## config.mk

```make
export PLATFORM = sky130hd
export DESIGN_NAME = queue_flat
export DESIGN_NICKNAME = d
export VERILOG_FILES = /design/src/rtl/queue_if.sv /design/src/rtl/queue.sv /design/src/flat_wrapper.sv
export SDC_FILE = /design/constraint.sdc
export NUM_CORES = 1
export LEC_CHECK = 0
export BUFFER_PORTS_ARGS = -buffer_cell sky130_fd_sc_hd__buf_4
export CAP_MARGIN = 20
export CELL_PAD_IN_SITES_DETAIL_PLACEMENT = 1
export CELL_PAD_IN_SITES_GLOBAL_PLACEMENT = 2
export CORE_MARGIN = 2
export CORE_UTILIZATION = 40
export DETAILED_ROUTE_END_ITERATION = 8
export HOLD_SLACK_MARGIN = 0.06
export PLACE_DENSITY = 0.79
export SETUP_SLACK_MARGIN = 0.02
export SYNTH_ARGS = -nofsm -noshare
export SYNTH_HDL_FRONTEND = slang
export SYNTH_SLANG_ARGS = --single-unit
```

## constraint.sdc

```tcl
create_clock -name clk_i -period 5.95 [get_ports clk_i]
set_input_delay 1.19 -clock clk_i [delete_from_list [all_inputs] [get_ports clk_i]]
set_output_delay 1.19 -clock clk_i [all_outputs]
set_load 0.005 [all_outputs]
```

## src/rtl/queue_if.sv

```systemverilog
// Handshake and data bundle between a queue and its producer/consumer.
// The slave side is the queue itself.
interface queue_if #(
   parameter int DATA_BITS = 8
);
   logic [DATA_BITS-1:0] dat_i;
   logic                 push_i;
   logic                 pop_i;
   logic [DATA_BITS-1:0] dat_o;
   logic                 full_o;
   logic                 empty_o;

   modport slave (
      input  dat_i,
      input  push_i,
      input  pop_i,
      output dat_o,
      output full_o,
      output empty_o
   );

   modport master (
      output dat_i,
      output push_i,
      output pop_i,
      input  dat_o,
      input  full_o,
      input  empty_o
   );
endinterface

```

## src/rtl/queue.sv

```systemverilog
// Single-clock circular-buffer FIFO with show-ahead read data.
// The free-slot count is the only occupancy state; both flags are decoded from it.
module queue #(
   parameter int DEPTH_BITS = 3,
   parameter int DATA_BITS  = 8
) (
   input  logic                  clk_i,
   input  logic                  reset_i,
   queue_if.slave                q_if,
   output logic [DEPTH_BITS-1:0] rp_to,
   output logic [DEPTH_BITS-1:0] wp_to,
   output logic [DEPTH_BITS:0]   room_to,
   output logic                  we_to
);
   localparam int                  ENTRIES   = 1 << DEPTH_BITS;
   localparam logic [DEPTH_BITS:0] ROOM_MAX  = {1'b1, {DEPTH_BITS{1'b0}}};
   localparam logic [DEPTH_BITS:0] ROOM_ZERO = {(DEPTH_BITS+1){1'b0}};
   localparam logic [DEPTH_BITS:0] ROOM_ONE  = (DEPTH_BITS+1)'(1);
   localparam logic [DEPTH_BITS-1:0] PTR_ZERO = {DEPTH_BITS{1'b0}};
   localparam logic [DEPTH_BITS-1:0] PTR_ONE  = DEPTH_BITS'(1);

   logic [DATA_BITS-1:0]  mem_q [ENTRIES];
   logic [DEPTH_BITS-1:0] rp_q;
   logic [DEPTH_BITS-1:0] rp_d;
   logic [DEPTH_BITS-1:0] wp_q;
   logic [DEPTH_BITS-1:0] wp_d;
   logic [DEPTH_BITS:0]   room_q;
   logic [DEPTH_BITS:0]   room_d;
   logic                  full_s;
   logic                  empty_s;
   logic                  we_s;
   logic                  re_s;

   assign full_s  = (room_q == ROOM_ZERO);
   assign empty_s = (room_q == ROOM_MAX);
   // Reset blocks acceptance so the storage is never written in a reset cycle.
   assign we_s    = q_if.push_i & ~full_s  & ~reset_i;
   assign re_s    = q_if.pop_i  & ~empty_s & ~reset_i;

   // Next-state pointers and free-slot count.
   always_comb begin
      rp_d   = rp_q;
      wp_d   = wp_q;
      room_d = room_q;
      if (we_s) begin
         wp_d = wp_q + PTR_ONE;
      end else begin
         wp_d = wp_q;
      end
      if (re_s) begin
         rp_d = rp_q + PTR_ONE;
      end else begin
         rp_d = rp_q;
      end
      case ({we_s, re_s})
         2'b10:   room_d = room_q - ROOM_ONE;
         2'b01:   room_d = room_q + ROOM_ONE;
         default: room_d = room_q;
      endcase
   end

   // Pointer and occupancy registers.
   always_ff @(posedge clk_i) begin
      if (reset_i) begin
         rp_q   <= PTR_ZERO;
         wp_q   <= PTR_ZERO;
         room_q <= ROOM_MAX;
      end else begin
         rp_q   <= rp_d;
         wp_q   <= wp_d;
         room_q <= room_d;
      end
   end

   // Storage array; contents deliberately survive reset.
   always_ff @(posedge clk_i) begin
      if (we_s) begin
         mem_q[wp_q] <= q_if.dat_i;
      end
   end

   assign q_if.dat_o   = mem_q[rp_q];
   assign q_if.full_o  = full_s;
   assign q_if.empty_o = empty_s;
   assign rp_to        = rp_q;
   assign wp_to        = wp_q;
   assign room_to      = room_q;
   assign we_to        = we_s;
endmodule

```

## src/flat_wrapper.sv

```systemverilog
// flat-port wrapper written by rule: the top's interface ports become plain ports
module queue_flat 
#(
   parameter int DEPTH_BITS = 3,
   parameter int DATA_BITS  = 8
)
  (clk_i, reset_i, rp_to, wp_to, room_to, we_to, q_if_dat_i, q_if_push_i, q_if_pop_i, q_if_dat_o, q_if_full_o, q_if_empty_o);
  queue_if #(.DATA_BITS(DATA_BITS)) q_if_i ();
  input  logic clk_i;
  input  logic reset_i;
  output logic [DEPTH_BITS-1:0] rp_to;
  output logic [DEPTH_BITS-1:0] wp_to;
  output logic [DEPTH_BITS:0] room_to;
  output logic we_to;
  input wire logic [$bits(q_if_i.dat_i)-1:0] q_if_dat_i;
  input wire logic [$bits(q_if_i.push_i)-1:0] q_if_push_i;
  input wire logic [$bits(q_if_i.pop_i)-1:0] q_if_pop_i;
  output wire logic [$bits(q_if_i.dat_o)-1:0] q_if_dat_o;
  output wire logic [$bits(q_if_i.full_o)-1:0] q_if_full_o;
  output wire logic [$bits(q_if_i.empty_o)-1:0] q_if_empty_o;
  assign q_if_i.dat_i = q_if_dat_i;
  assign q_if_i.push_i = q_if_push_i;
  assign q_if_i.pop_i = q_if_pop_i;
  assign q_if_dat_o = q_if_i.dat_o;
  assign q_if_full_o = q_if_i.full_o;
  assign q_if_empty_o = q_if_i.empty_o;
  queue #(.DEPTH_BITS(DEPTH_BITS), .DATA_BITS(DATA_BITS)) u_core (.clk_i(clk_i), .reset_i(reset_i), .q_if(q_if_i), .rp_to(rp_to), .wp_to(wp_to), .room_to(room_to), .we_to(we_to));
endmodule
```

==> out/qor.yml, run 1 <==
p_leak_nw: 1.28
clk_latency_ns: 0.34
ys_types: 30
io_buffer_count: 32
totalWireLength_mm: 5.55
grt_pass1_wl_mm: 8.79
critPathKind: "reg2out"
internal_power_mw: 1.01
numCtsBuffers: 9
grt_usage: 0.143
switching_share: 0.272
grt_max_degree: 17
clock_path_buffers: 2
core_mm2: 0.00765
firstDrtPassIters: 4
cts-root-buf: "clkbuf_8"
met2_usage: 0.227
dp_hpwl_mm: 3.68
yosysWarnings: 0
max-slew-margin-rel: 0.365
synth-edff-count: 64
power_density_mw_per_mm2: 381
wl_per_cell_um: 17.7
dieArea_mm2: 0.00854
use_met1: 0.180
grt_pass1_vias: 1629
ctsHoldBuffers: 0
arrival_ns: 2.37
nets: 225
fmax_mhz: 281
ant_nets: 0
worstPathMaxFanout: 16
finalCriticalPeriod_ns: 3.56
drive_gt1_frac: 0.288
initial_core_util: 0.409
hold_violations: 0
stdcell_count: 314
fillers: 750
fin_crit_sh: 0.598
antenna_found_initial: 0
drt_iter0_markers: 90
clk_pin_slew_ns: 0.07
clockPowerShare: 0.252
pwr-share-seq: 0.499
synth_top_flop_cell: "edfxtp_1"
endpoint_kind: "primary output"
cts.sinks: 77
setup_slack_ns: 2.39
switchingPower_mw: 0.376
synth-seq-cells: 77
slew_violations: 0
fin_setup_tns_ns: 0
seq_area_frac_synth: 0.698
ioPinCount: 33
gp_congestion: 0.715
tightest_slew_ns: 0.949
fin_worst_skew_ns: 0.00857
syn_avg_cell_area_um2: 18.5
postCtsSetupBuffers: 0
placed_cells: 298
drv_cap: 0
fp-row-count: 32
diodes: 0
rsz0062_at_grt: "no"
die_h_um: 92.4
ys_async_sr_fraction: 0
setup_viol: 0
viasPerCell: 5.01
syn2layout_area_growth_pct: 16.3
num_vias: 1574
syn-instance-count: 169
htree_levels: 3
place_ws_ns: 2.74
grt_use_met3: 0.0472
gr-total-overflow: 0
cts_tree: "yes"
power.total_mw: 1.38
syn-num-nets: 187
drc_errors: 0
syn_area_mm2: 0.00313
timing.hold.worst.class: "reg2reg"
status: "complete, no violations"
combPwrFrac: 0.249
grt-busiest-layer: "met2"
die_w_um: 92.4
required_ns: 4.76
cts_resized: 0
start_kind: "register"
vdd_drop_max_mv: 0.190
-- placed cells by master (no fill, tap or decap) --
master and instances:
clkbuf_1 1, mux4_1 15, dfxtp_1 13, inv_1 4, buf_4 34, nand3_1 3
clkinv_2 3, clkinvlp_4 1, xnor2_1 2, mux2i_1 3, nor4_1 1, nand2_1 5
a211oi_1 1, xor2_1 3, or4b_4 1, or2_2 1, clkbuf_8 11, o41ai_2 1
nor2_1 19, a31oi_1 1, nor3_1 2, nand2b_1 2, mux4_2 1, or3_1 1
fa_1 1, edfxtp_1 64, nor2b_1 1, mux2_2 8, ha_1 5, a21oi_1 4
-- final cells by class --
class	instances	area (µm²)	share of cell area
multi-input cells	81	880	0.242
clock inverters	4	22.5	0.00619
well taps	102	128	0.0351
clock buffers	12	155	0.0427
repair buffers	34	255	0.0702
flip-flops and latches	77	2180	0.600
inverters	4	15.0	0.00413
-- synth_stat cells, types with 2 or more instances --
library cell	count	share of area
clkbuf_1	3	0.0036
xor2_1	3	0.0084
a21oi_1	4	0.0064
edfxtp_1	64	0.61
nand2b_1	2	0.0040
nor2_1	19	0.023
mux2_2	8	0.029
inv_1	4	0.0048
nand3_1	3	0.0048
xnor2_1	2	0.0056
mux2i_1	3	0.0096
nor3_1	2	0.0032
nand2_1	5	0.0060
mux4_1	15	0.13
dfxtp_1	13	0.083
ha_1	5	0.020
-- critical path, cell delays in order, from the launching register on --
cell and delay [ns]:
dfxtp_1 0.93, mux4_1 0.67, mux2_2 0.29, buf_4 0.13
-- power by group through the flow --
stage / Clock [mW] / Sequential (mW) / Combinational, mW
final: 0.349 / 0.691 / 0.345
after global routing: 0.382 / 0.700 / 0.382
after detailed placement: 0 / 0.705 / 0.353
after global placement: 0 / 0.703 / 0.344
after floorplan: 0 / 0.662 / 0.266
after CTS: 0.359 / 0.693 / 0.354
-- stage by stage --
step	util	hold WS (ns)	instance area (µm²)
after detailed placement	0.452	0.518	3460
after CTS	0.476	0.528	3640
after global routing	0.476	0.553	3640
after global placement	0.452	0.494	3460
final	0.476	0.522	3640
after floorplan	-	0.475	3130
-- per-layer routing --
layer  part of all wire  wire length, µm
met5                  0                0
met1               0.44             2410
met3              0.050              275
met2               0.50             2780
met4              0.014               75
-- logic make-up after synthesis --
group           share of synthesized area
flops                               0.698
simple gates                       0.0532
mux                                 0.172
buf+inv                            0.0212
compound gates                     0.0160
fa+ha+maj                          0.0264
xor+xnor                           0.0140
-- path summary, 6_finish.rpt --
path                startpoint                 to  slack, ns  cells after the start
max reg2reg  u_core.room_to[0]  u_core.room_to[3]       3.38                     10
min reg2reg    u_core.rp_to[1]           register       0.52                      2
min            u_core.rp_to[1]           register       0.52                      2
max                   register      q_if_dat_o[3]       2.39                      3
-- flip-flops by register name, indices dropped and copies added (netlist names), named ones only --
name / flops
u_core.mem_q: 64
u_core.room_to: 4
u_core.rp_to: 3
u_core.wp_to: 3
No activity file was read; power rests on OpenSTA's default activity.
==> inputs of run 2 (changes only) <==
- CORE_UTILIZATION: 40 -> 39
- PLACE_DENSITY: 0.79 -> 0.8
- clock period: 5.95 -> 2.9 ns (I/O delays scaled with it)
==> run 2 against run 1 <==
Net effect:
- hold slack lost 0.060 ns
- sequential power grew 98%
- final cell count grew 3.5%
- critical path depth grew 1
- core utilization grew 0.75 points
- design area grew 3.2%
- clock power grew 130%
- routed wire length grew 6.9%
- register-to-register slack lost 3.0 ns
- setup slack lost 2.2 ns
==> out/qor.yml, run 2 (synthesis results as in run 1) <==
die_w_um: 93.6
setup_viol: 0
diodes: 0
core_mm2: 0.00777
initial_core_util: 0.403
fin_setup_tns_ns: 0
endpoint_kind: "primary output"
grt_usage: 0.150
fillers: 780
finalCriticalPeriod_ns: 2.71
numCtsBuffers: 9
rsz0062_at_grt: "no"
grt_pass1_wl_mm: 9.48
mostFrequentLayoutCells: "64 x edfxtp_1, 44 x buf_4, 19 x nor2_1"
cts.sinks: 77
ioPinCount: 33
clock_path_buffers: 2
worstPathMaxFanout: 10
cts-root-buf: "clkbuf_8"
p_leak_nw: 1.35
switchingPower_mw: 0.822
firstDrtPassIters: 4
regMostFlops: "u_core.mem_q"
cts_resized: 0
postPlaceCellArea_mm2: 0.00355
dieArea_mm2: 0.00875
grt_pass1_vias: 1772
drive_gt1_frac: 0.323
fin_crit_sh: 0.936
timing.hold.worst.class: "in2reg"
ant_nets: 0
final_common_cell: "edfxtp_1"
htree_levels: 3
seq_area_mm2: 0.00218
drt_iter0_markers: 84
critPathKind: "reg2out"
grt_max_degree: 17
fmax_mhz: 368
postCtsSetupBuffers: 0
power_density_mw_per_mm2: 790
die_h_um: 93.6
finish.instance_area_mm2: 0.00375
syn2layout_area_growth_pct: 20.0
io_buffer_count: 32
clockPowerShare: 0.271
wl_per_cell_um: 18.2
cts_tree: "yes"
gr-total-overflow: 0
switching_share: 0.277
viasPerCell: 5.00
fp-row-count: 32
drc_errors: 0
fin_worst_skew_ns: 0.00915
clk_latency_ns: 0.35
clk_pin_slew_ns: 0.08
pwr-share-seq: 0.462
gp_congestion: 0.752
slew_violations: 0
start_kind: "register"
internal_power_mw: 2.14
status: "complete, no violations"
nets: 236
drv_cap: 0
max-slew-margin-rel: 0.682
largest_reg_flops: 64
ff2ff_setup_slack_ns: 0.35
arrival_ns: 2.13
vdd_drop_max_mv: 0.327
antenna_found_initial: 0
multi_input_area_um2: 880
dp_hpwl_mm: 4.02
required_ns: 2.32
tightest_slew_ns: 0.476
num_vias: 1624
totalWireLength_mm: 5.93
hold_violations: 0
ctsHoldBuffers: 0
combPwrFrac: 0.266
## run 2: cell count changes in the layout (fill, tap and decap cells not counted), moves of 2 or more
cell      change
clkbuf_8      -2
clkinv_2      -2
clkinv_4      +3
buf_4        +10
## run 2: final cells by class
class / count / area share
well taps: 102 / 0.0340
clock buffers: 9 / 0.0330
inverters: 4 / 0.00400
repair buffers: 45 / 0.0934
multi-input cells: 81 / 0.234
clock inverters: 7 / 0.0197
flip-flops and latches: 77 / 0.582
## run 2: layer usage
metal / vias to the layer above / part of all wire / track usage
met2: 30 / 0.51 / 0.248
li1: 769 / - / -
met1: 820 / 0.45 / 0.190
met5: - / 0 / 0
met4: 0 / 0.0093 / 0.0507
met3: 5 / 0.036 / 0.0443
## run 2: stage by stage
stage	hold slack, ns	util	worst slack (ns)	power [mW]	std cells
after CTS	0.443	0.483	0.149	3.02	325
final	0.462	0.483	0.186	2.97	325
after floorplan	0.475	-	0.549	1.90	169
after detailed placement	0.517	0.458	0.334	2.21	309
after global routing	0.450	0.483	0.111	3.14	325
after global placement	0.508	0.458	0.452	2.19	309
## run 2: power by group through the flow
stage,Sequential [mW],Combinational [mW],Clock [mW]
final,1.37,0.790,0.805
after global routing,1.39,0.882,0.871
after CTS,1.37,0.812,0.830
after detailed placement,1.40,0.807,0
after global placement,1.39,0.795,0
after floorplan,1.36,0.546,0
## run 2: critical path, cell delays in order (launching register included)
cell and delay, ns:
dfxtp_1 0.62, buf_12 0.21, mux4_1 0.55, mux2_2 0.28, buf_4 0.14
## run 2: final timing paths
path | startpoint | end | cells after the start
worst min-delay path | q_if_dat_i[6] | u_core.mem_q[4][6] | 1
worst max register to register | u_core.room_to[0] | u_core.room_to[3] | 10
worst max-delay path | register | q_if_dat_o[3] | 4
worst min register to register | u_core.wp_to[0] | u_core.wp_to[0] | 2
